$ cat src/rtl/pwm_mc_if.sv
// rtl/pwm_mc_if.sv - control and output bundle between a PWM client and pwm_mc
interface pwm_mc_if #(
  parameter int WIDTH = 11,
  parameter int NCH   = 2,
  parameter int DT_W  = 4
);
  logic                 en;
  logic [NCH*WIDTH-1:0] duty;
  logic [DT_W-1:0]      dead;
  logic [NCH-1:0]       PWM_sig;
  logic [NCH-1:0]       PWM_sig_n;
  logic                 prd_start;

  modport master (
    output en, duty, dead,
    input  PWM_sig, PWM_sig_n, prd_start
  );

  modport slave (
    input  en, duty, dead,
    output PWM_sig, PWM_sig_n, prd_start
  );
endinterface

$ cat src/rtl/pwm_mc.sv
// rtl/pwm_mc.sv - multi-channel PWM with shadowed duty and period-start strobe
// Dead-time insertion is built only when PWM_DEADTIME_EN is defined.
module pwm_mc #(
  parameter int WIDTH = 11,
  parameter int NCH   = 2,
  parameter int DT_W  = 4
) (
  input  logic    clk,
  input  logic    rst_n,
  pwm_mc_if.slave bus
);
  localparam logic [WIDTH-1:0] CNT_MAX = '1;

  logic [WIDTH-1:0] cnt;
  logic [WIDTH-1:0] duty_sh [NCH];
  logic [NCH-1:0]   raw;
  logic [NCH-1:0]   raw_nxt;
  logic             prd_start_q;
  logic             wrap;

  assign wrap = bus.en && (cnt == CNT_MAX);

  always_comb begin
    raw_nxt = '0;
    for (int i = 0; i < NCH; i++) begin
      raw_nxt[i] = bus.en && (cnt < duty_sh[i]);
    end
  end

  always_ff @(posedge clk or negedge rst_n) begin
    if (!rst_n) begin
      cnt         <= '0;
      prd_start_q <= 1'b0;
      raw         <= '0;
    end else begin
      cnt         <= bus.en ? cnt + 1'b1 : '0;
      prd_start_q <= wrap;
      raw         <= raw_nxt;
    end
  end

  // Shadow follows the input freely while disabled so the first period after enable uses it.
  always_ff @(posedge clk or negedge rst_n) begin
    if (!rst_n) begin
      for (int i = 0; i < NCH; i++) begin
        duty_sh[i] <= '0;
      end
    end else if (!bus.en || wrap) begin
      for (int i = 0; i < NCH; i++) begin
        duty_sh[i] <= bus.duty[i*WIDTH +: WIDTH];
      end
    end
  end

  assign bus.prd_start = prd_start_q;

`ifdef PWM_DEADTIME_EN
  logic [DT_W-1:0] dt [NCH];

  // Any raw edge (re)starts the blanking window, including one inside a running window.
  always_ff @(posedge clk or negedge rst_n) begin
    if (!rst_n) begin
      for (int i = 0; i < NCH; i++) begin
        dt[i] <= '0;
      end
    end else begin
      for (int i = 0; i < NCH; i++) begin
        if (raw_nxt[i] != raw[i]) begin
          dt[i] <= bus.dead;
        end else if (dt[i] != '0) begin
          dt[i] <= dt[i] - 1'b1;
        end
      end
    end
  end

  always_comb begin
    bus.PWM_sig   = '0;
    bus.PWM_sig_n = '0;
    for (int i = 0; i < NCH; i++) begin
      bus.PWM_sig[i]   = raw[i] && (dt[i] == '0);
      bus.PWM_sig_n[i] = !raw[i] && (dt[i] == '0);
    end
  end
`else
  assign bus.PWM_sig   = raw;
  assign bus.PWM_sig_n = ~raw;
`endif
endmodule

$ cat src/flat_wrapper.sv
// flat-port wrapper written by rule: the top's interface ports become plain ports
module pwm_mc_flat 
#(
  parameter int WIDTH = 11,
  parameter int NCH   = 2,
  parameter int DT_W  = 4
)
  (clk, rst_n, bus_en, bus_duty, bus_dead, bus_PWM_sig, bus_PWM_sig_n, bus_prd_start);
  pwm_mc_if #(.WIDTH(WIDTH), .NCH(NCH), .DT_W(DT_W)) bus_i ();
  input  logic clk;
  input  logic rst_n;
  input wire logic [$bits(bus_i.en)-1:0] bus_en;
  input wire logic [$bits(bus_i.duty)-1:0] bus_duty;
  input wire logic [$bits(bus_i.dead)-1:0] bus_dead;
  output wire logic [$bits(bus_i.PWM_sig)-1:0] bus_PWM_sig;
  output wire logic [$bits(bus_i.PWM_sig_n)-1:0] bus_PWM_sig_n;
  output wire logic [$bits(bus_i.prd_start)-1:0] bus_prd_start;
  assign bus_i.en = bus_en;
  assign bus_i.duty = bus_duty;
  assign bus_i.dead = bus_dead;
  assign bus_PWM_sig = bus_i.PWM_sig;
  assign bus_PWM_sig_n = bus_i.PWM_sig_n;
  assign bus_prd_start = bus_i.prd_start;
  pwm_mc #(.WIDTH(WIDTH), .NCH(NCH), .DT_W(DT_W)) u_core (.clk(clk), .rst_n(rst_n), .bus(bus_i));
endmodule
$ cat config.mk
export PLATFORM = sky130hd
export DESIGN_NAME = pwm_mc_flat
export DESIGN_NICKNAME = d
export VERILOG_FILES = /design/src/rtl/pwm_mc_if.sv /design/src/rtl/pwm_mc.sv /design/src/flat_wrapper.sv
export SDC_FILE = /design/constraint.sdc
export NUM_CORES = 1
export LEC_CHECK = 0
export BUFFER_PORTS_ARGS = -buffer_cell sky130_fd_sc_hd__buf_2
export CAP_MARGIN = 20
export CORE_AREA = 4 4 75 77
export DETAILED_ROUTE_END_ITERATION = 8
export DIE_AREA = 0 0 79 81
export PLACE_DENSITY = 0.64
export SYNTH_ARGS = -nofsm -noshare
export SYNTH_HDL_FRONTEND = slang
export SYNTH_SLANG_ARGS = --single-unit
$ cat constraint.sdc
create_clock -name clk -period 2.2 [get_ports clk]
set_input_delay 0.44 -clock clk [delete_from_list [all_inputs] [get_ports clk]]
set_output_delay 0.44 -clock clk [all_outputs]
set_load 0.01 [all_outputs]
==> metrics.cfg, run 1 <==
[clock_tree]
clock_sinks = 36
clockBufferDepth = 2
cts_root_buf = clkbuf_8
cts_resized = 0
tritoncts = done
post_cts_buffers = 0
cts_buffers = 5
path_clk_slew_ps = 70
clkLatencyLatePin_ps = 290
cts-htree-levels = 2
postCtsHoldBufs = 0

[timing]
tightestPinTransition_ps = 799
max_slew_margin = 0.467
finalCriticalPeriod_ps = 1970
timing.fmax_mhz = 507
setup_viol = 0
finalHoldViolations = 0
finalSetupTns_ps = 0
fin_skew_ps = 3.97
setup_ws_ps = 228
period_share = 0.896
finalMaxSlewViolations = 0
grt_setup_unrepaired = no

[floorplan]
die_w_um = 79
core_um2 = 5010
rows = 26
start_util = 0.392
ioPinCount = 34
die_h_um = 81
die_area_um2 = 6400

[critical_path]
crit_slowest_cell = dfrtp_1
path_class = reg2reg
cp_slowest_stage_delay_ps = 440
crit_path_max_fanout = 10
worstPathCellList = ha_1 -> nand3_4 -> o41ai_4 -> buf_4 -> mux2_2
required_ps = 2370
worstPathArrival_ps = 2140
end_kind = flip-flop
cp-start-kind = flip-flop

[global_route]
antenna_found_initial = 0
grt_max_degree = 37
overflow = 0
grt_pass1_wl_um = 6240
grt.total_usage = 0.126
grt_pass1_vias = 1441

[run]
drv_cap = 0

[drt]
wirelength_um = 3530
avgRoutedWirePerCell_um = 12.5
via_count = 1379
drt_iter0_markers = 45
drc = 0
post_drt_via_cell_ratio = 4.87
ant_nets = 0
dr.pass1.iters = 4

[synth]
synth_edf_count = 0
synth_area_um2 = 1970
synth-seq-cells = 36
ys.flop_type = dfrtp_1
synth_area_leaders = dfrtp_1, ha_1, mux2_2
yosys-top-cells-count = dfrtp_1, inv_1, ha_1, mux2_2
syn_nets = 226
yosysUniqueCellTypes = 28
yosysSeqAreaShare = 0.458
yosysMostFrequentCell = dfrtp_1
synth-async-reset-ratio = 1.00
yosys_warnings = 0
synth_top_area_frac = 0.458
postSynthCellCount = 176
yosys.area.top_type = dfrtp_1
synthesis.area_per_instance_um2 = 11.2

[power_and_ir_drop]
peakVddDrop_uv = 296
powerDensity_nw_per_um2 = 621
p_total_mw = 1.43
p_leak_nw = 1.14

[layout]
areaGrowthSynthToFinish_pct = 16.7
final-instance-count-excl-fill = 283
diodes = 0
nets = 263
drive_gt1_frac = 0.291
fillers = 509

[run_status]
status = finished, final reports clean

[place]
dp.cells = 276
dp_worst_setup_slack_ps = 231
placement.io_buffers = 29
gp_congestion = 0.694
hpwl_um = 2630

[hold_path]
holdCritPathClass = in2async

## flip-flops by register name, summed over array words and instances (netlist names)
signal                count
u_core.bus.PWM_sig        2
u_core.cnt               11
u_core.bus.prd_start      1
u_core.duty_sh           22
## cells by family after synthesis
kind of cell,share of synthesized area
compound gates,0.0955
xor+xnor,0.0134
fa+ha+maj,0.134
buf+inv,0.0573
flops,0.458
mux,0.131
simple gates,0.111
## layout by cell type, fill, tap and decap left out, types with 3 or more instances in the layout
cell and n:
o31ai_1 3, inv_1 23, or4_1 3, dfrtp_1 36, a21oi_1 11, nor2b_1 4, mux2_2 21, nor2_1 4
o21ai_0 10, clkbuf_8 7, buf_2 29, and4_1 3, nand2_1 11, ha_1 21, buf_4 3, nand4_1 3
## through the flow
step	hold WS, ps	utilization	area [um2]
after floorplan	144	-	1970
after global placement	470	0.439	2200
after detailed placement	488	0.439	2200
after CTS	268	0.458	2290
after global routing	300	0.458	2290
final	237	0.458	2290
## worst max-delay path, delay by kind of cell (launching register included)
kind / cells / cell delay, ps
AO/OA/AOI/OAI: 1 / 400
multiplexers: 1 / 350
adder cells (fa/ha/maj): 1 / 260
buffers and inverters: 1 / 260
flip-flops: 1 / 440
AND/OR/NAND/NOR: 1 / 140
## metal layers
| metal | share of wire | GRT usage | vias to the layer above |
|---|---|---|---|
| met1 | 0.46 | 0.144 | 658 |
| met3 | 0.052 | 0.0477 | 7 |
| met2 | 0.47 | 0.218 | 23 |
| met4 | 0.014 | 0.0447 | 0 |
| li1 | - | - | 691 |
| met5 | 0 | 0 | - |
## where the power goes
group          switching [mW]  internal [mW]
sequential             0.0284          0.709
clock                   0.225          0.279
combinational          0.0911         0.0947
total                   0.344           1.08
## layout make-up
class                           count  area, um2  area share
Clock buffer                        7       96.3      0.0420
Inverter                           24       90.1      0.0393
Multi-Input combinational cell    114        952       0.415
Sequential cell                    36        901       0.393
Tap cell                           70       87.6      0.0382
Timing Repair Buffer               32        168      0.0731
## final timing paths
| path | start | end | slack (ps) | depth (start not counted) |
|---|---|---|---|---|
| max in group asynchronous | rst_n | u_core.duty_sh[5] | 1460 | 1 |
| min in group clk | bus_duty[16] | u_core.duty_sh[5] | 370 | 2 |
| setup reg to reg | u_core.cnt[1] | u_core.duty_sh[9] | 230 | 5 |
| hold / removal | rst_n | u_core.duty_sh[13] | 240 | 1 |
| hold reg to reg | u_core.duty_sh[5] | u_core.duty_sh[5] | 500 | 1 |
| setup / recovery | u_core.cnt[1] | u_core.duty_sh[9] | 230 | 5 |
Note: power is estimated with default switching activity, not from simulation.
==> inputs of run 2 (changes only) <==
Settings changed: RECOVER_POWER set to 25.
==> metrics.cfg, run 2 (synthesis gave the netlist of run 1 again) <==
[run_status]
status = finished, final reports clean  ; unchanged

[critical_path]
cp-start-kind = flip-flop  ; unchanged
path_class = reg2reg  ; unchanged
worstPathArrival_ps = 2140  ; about the same
critPathLaunch = u_core.cnt[1]  ; unchanged
required_ps = 2370  ; about the same
crit_path_max_fanout = 10  ; unchanged
timing.rr.start = u_core.cnt[1]  ; unchanged
end_kind = flip-flop  ; unchanged

[timing]
grt_setup_unrepaired = no  ; unchanged
finalMaxSlewViolations = 0  ; unchanged
finalCriticalPeriod_ps = 1970  ; about the same
timing.fmax_mhz = 507  ; about the same
max_slew_margin = 0.404  ; was 0.467
fin_skew_ps = 3.97  ; unchanged
setup_viol = 0  ; unchanged
tightestPinTransition_ps = 893  ; was 799 ps
finalSetupTns_ps = 0  ; unchanged
finalHoldViolations = 0  ; unchanged
period_share = 0.896  ; about the same
setup_ws_ps = 228  ; about the same

[drt]
via_count = 1376  ; was 1379
drc = 0  ; unchanged
ant_nets = 0  ; unchanged
post_drt_via_cell_ratio = 4.86  ; was 4.87
drt_iter0_markers = 56  ; was 45
avgRoutedWirePerCell_um = 12.5  ; about the same
wirelength_um = 3530  ; about the same
dr.pass1.iters = 4  ; unchanged

[clock_tree]
path_clk_slew_ps = 70  ; about the same
cts_buffers = 5  ; unchanged
postCtsHoldBufs = 0  ; unchanged
post_cts_buffers = 0  ; unchanged
cts_resized = 0  ; unchanged
cts-htree-levels = 2  ; unchanged
cts_root_buf = clkbuf_8  ; unchanged
clockBufferDepth = 2  ; unchanged
clkLatencyLatePin_ps = 290  ; about the same
clock_sinks = 36  ; unchanged
tritoncts = done  ; unchanged

[floorplan]
rows = 26  ; unchanged
ioPinCount = 34  ; unchanged
die_w_um = 79  ; unchanged
die_h_um = 81  ; unchanged
core_um2 = 5010  ; unchanged
die_area_um2 = 6400  ; unchanged
start_util = 0.392  ; unchanged

[power_and_ir_drop]
peakVddDrop_uv = 296  ; about the same
p_leak_nw = 1.13  ; was 1.14 nW
powerDensity_nw_per_um2 = 622  ; was 621 nW/um2

[global_route]
grt_max_degree = 37  ; unchanged
grt_pass1_vias = 1441  ; unchanged
overflow = 0  ; unchanged
grt_pass1_wl_um = 6240  ; unchanged
antenna_found_initial = 0  ; unchanged
grt.total_usage = 0.126  ; unchanged

[layout]
final_cell_mix = dfrtp_1, buf_2, inv_1, mux2_2, ha_1  ; unchanged
largest-register = u_core.duty_sh  ; unchanged
final_common_cell = dfrtp_1  ; unchanged
diodes = 0  ; unchanged
nets = 263  ; unchanged
drive_gt1_frac = 0.286  ; was 0.291
areaGrowthSynthToFinish_pct = 16.7  ; about the same
largest_register_ffs = 22  ; unchanged
fillers = 510  ; was 509
finalInstanceArea_um2 = 2290  ; about the same

[run]
drv_cap = 0  ; unchanged

[hold_path]
holdCritPathClass = in2async  ; unchanged

[place]
placement.io_buffers = 29  ; unchanged
dpl_cell_area_um2 = 2200  ; unchanged
gp_congestion = 0.694  ; unchanged
dp_worst_setup_slack_ps = 231  ; unchanged
hpwl_um = 2630  ; unchanged

## run 2: changes by cell type in the layout (fill, tap and decap cells not counted), sizes merged
cell and delta:
buf -2, clkbuf +2
## run 2: worst max-delay path, cell delays in order, from the launching register on
cell     delay [ps]
dfrtp_1         440
ha_1            260
nand3_4         140
o41ai_4         400
buf_4           260
mux2_2          350
## run 2: layout make-up
type | instances | area, um2 | area share
tap | 70 | 87.6 | 0.0382
multi-input combinational | 114 | 952 | 0.415
inverter | 24 | 90.1 | 0.0393
sequential | 36 | 901 | 0.393
clock buffer | 7 | 96.3 | 0.0420
timing repair buffer | 32 | 166 | 0.0726
## run 2: routing by layer
| layer | wire (um) | global-route usage | up-vias |
|---|---|---|---|
| met5 | 0 | 0 | - |
| met4 | 50 | 0.0447 | 0 |
| met3 | 180 | 0.0477 | 7 |
| met2 | 1650 | 0.218 | 21 |
| met1 | 1640 | 0.144 | 657 |
| li1 | - | - | 691 |
## run 2: per-stage QoR
stage | instances | util | total power, mW | hold slack, ps
2_1_floorplan | 176 | - | 0.867 | 144
4_1_cts | 283 | 0.458 | 1.45 | 268
6_report | 283 | 0.458 | 1.43 | 267
5_1_grt | 283 | 0.458 | 1.52 | 340
3_5_place_dp | 276 | 0.439 | 0.940 | 488
3_3_place_gp | 276 | 0.439 | 0.931 | 470
## run 2: final timing paths
path                       slack, ps                  to  depth (start not counted)
max                              230   u_core.duty_sh[9]                          5
min                              270  u_core.duty_sh[13]                          1
max reg2reg                      230   u_core.duty_sh[9]                          5
min reg2reg                      500   u_core.duty_sh[5]                          1
max in group asynchronous       1380   u_core.duty_sh[5]                          1
min in group clk                 370   u_core.duty_sh[5]                          2
## run 2: power by group
part	switching [mW]	internal, mW
logic	0.0910	0.0943
registers	0.0284	0.709
clock network	0.225	0.279
total	0.344	1.08
==> inputs of run 3 (changes only) <==
Settings changed: CORE_AREA 4 4 75 77 to 4 4 65 67, DIE_AREA 0 0 79 81 to 0 0 69 71, PLACE_DENSITY 0.64 to 0.81.
==> metrics.cfg, run 3 (synthesis gave the netlist of run 1 again) <==
[timing]
holdWs_ps = 263  ; was 267 ps
period_share = 0.877  ; was 0.896
setup_viol = 0  ; unchanged
tightestPinTransition_ps = 895  ; was 893 ps
finalMaxSlewViolations = 0  ; unchanged
finalSetupTns_ps = 0  ; unchanged
timing.fmax_mhz = 518  ; was 507 MHz
finalHoldViolations = 0  ; unchanged
max_slew_margin = 0.404  ; about the same
finalCriticalPeriod_ps = 1930  ; was 1970 ps
grt_setup_unrepaired = no  ; unchanged
fin_skew_ps = 2.78  ; was 3.97 ps

[power_and_ir_drop]
internal_power_mw = 1.20  ; was 1.08 mW
powerDensity_nw_per_um2 = 680  ; was 622 nW/um2
combinationalPowerShare = 0.121  ; was 0.130
pwr-share-clk = 0.407  ; was 0.353
swShare = 0.230  ; was 0.241
p_leak_nw = 1.15  ; was 1.13 nW
peakVddDrop_uv = 373  ; was 296 uV
seqPwrFrac = 0.472  ; was 0.517
p_sw_mw = 0.359  ; was 0.344 mW

[critical_path]
required_ps = 2380  ; was 2370 ps
worst-r2r-setup-slack_ps = 270  ; was 230 ps
reg2reg_to = u_core.duty_sh[15]  ; was u_core.duty_sh[9]
cp-start-kind = flip-flop  ; unchanged
end_kind = flip-flop  ; unchanged
path_class = reg2reg  ; unchanged
r2r.worst_path.cells = 5  ; unchanged
timing.rr.start = u_core.cnt[0]  ; was u_core.cnt[1]
crit_path_max_fanout = 7  ; was 10
worstPathArrival_ps = 2110  ; was 2140 ps

[drt]
met3_length_um = 170  ; was 180 um
post_drt_via_cell_ratio = 5.29  ; was 4.86
wirelength_um = 3600  ; was 3530 um
wl_met2_um = 1810  ; was 1650 um
ant_nets = 0  ; unchanged
highest_layer = met4  ; unchanged
drc = 0  ; unchanged
via_count = 1386  ; was 1376
avgRoutedWirePerCell_um = 13.7  ; was 12.5 um
drt_iter0_markers = 65  ; was 56
dr.pass1.iters = 4  ; unchanged
m1WireLength_um = 1570  ; was 1640 um

[global_route]
grt_pass1_wl_um = 6460  ; was 6240 um
grt_pass1_vias = 1456  ; was 1441
antenna_found_initial = 0  ; unchanged
grt_max_degree = 37  ; unchanged
grt.total_usage = 0.166  ; was 0.126
overflow = 0  ; unchanged

[layout]
largest-register = u_core.duty_sh  ; unchanged
largest_register_ffs = 22  ; unchanged
finalInstanceArea_um2 = 2300  ; was 2290 um2
areaGrowthSynthToFinish_pct = 16.8  ; was 16.7%
final_common_cell = dfrtp_1  ; unchanged
nets = 263  ; unchanged
fillers = 306  ; was 510
drive_gt1_frac = 0.290  ; was 0.286
final_cell_mix = dfrtp_1, buf_2, inv_1, mux2_2, ha_1  ; unchanged
diodes = 0  ; unchanged
postLayoutCoreUtil = 0.632  ; was 0.458

[clock_tree]
clockBufferDepth = 2  ; unchanged
path_clk_slew_ps = 70  ; about the same
clock_sinks = 36  ; unchanged
cts_resized = 0  ; unchanged
cts-htree-levels = 2  ; unchanged
tritoncts = done  ; unchanged
cts_root_buf = clkbuf_8  ; unchanged
clkLatencyLatePin_ps = 290  ; about the same
cts_buffers = 5  ; unchanged
post_cts_buffers = 0  ; unchanged
postCtsHoldBufs = 0  ; unchanged

[hold_path]
holdCritPathClass = in2async  ; unchanged

[floorplan]
rows = 22  ; was 26
die_h_um = 71  ; was 81 um
start_util = 0.541  ; was 0.392
ioPinCount = 34  ; unchanged
die_area_um2 = 4900  ; was 6400 um2
core_um2 = 3630  ; was 5010 um2
die_w_um = 69  ; was 79 um

[place]
hpwl_um = 2680  ; was 2630 um
dpl_cell_area_um2 = 2170  ; was 2200 um2
placement.io_buffers = 29  ; unchanged
gp_congestion = 0.742  ; was 0.694

[run]
drv_cap = 0  ; unchanged

[run_status]
status = finished, final reports clean  ; unchanged

## run 3: cell count changes in the layout (fill, tap and decap cells not counted)
| cell | delta |
|---|---|
| bufinv_16 | +1 |
## run 3: worst max path at each step
stage	start	to	slack, ps	cells past startpoint
2_1_floorplan	u_core.cnt[0]	u_core.duty_sh[10]	370	5
3_3_place_gp	u_core.cnt[0]	u_core.duty_sh[20]	300	5
3_5_place_dp	u_core.cnt[0]	u_core.duty_sh[20]	260	5
4_1_cts	u_core.cnt[0]	u_core.duty_sh[20]	270	5
5_1_grt	u_core.cnt[0]	u_core.duty_sh[19]	190	5
6_report	u_core.cnt[0]	u_core.duty_sh[15]	270	5
## run 3: critical path: stages, from the launching register on
cell and delay [ps]:
dfrtp_1 440, ha_1 260, nand3_4 140, o41ai_4 390, buf_4 230, mux2_2 350
## run 3: layer usage
layer | up-vias | global-route usage
met5 | - | 0
met3 | 7 | 0.0597
met1 | 660 | 0.197
met2 | 28 | 0.274
met4 | 0 | 0.0672
li1 | 691 | -
## run 3: through the flow
stage          setup slack, ps  std cells  total power [mW]
2_1_floorplan              372        176             0.867
3_3_place_gp               303        254             0.928
3_5_place_dp               262        254             0.942
4_1_cts                    267        262              1.58
5_1_grt                    188        262              1.65
6_report                   270        262              1.56
## run 3: final cells by class
type	count	area (um2)	area share
clock buffer	7	96.3	0.0420
inverter	24	90.1	0.0392
multi-input combinational	114	952	0.415
sequential	36	901	0.392
tap	48	60.1	0.0262
clock inverter	1	30.0	0.0131
timing repair buffer	32	166	0.0725
## run 3: power groups by stage
stage	Combinational, mW	Sequential [mW]	Clock [mW]
floorplan	0.124	0.743	0
global placement	0.180	0.748	0
detailed placement	0.191	0.751	0
CTS	0.194	0.738	0.648
global route	0.220	0.744	0.682
finish	0.189	0.738	0.635
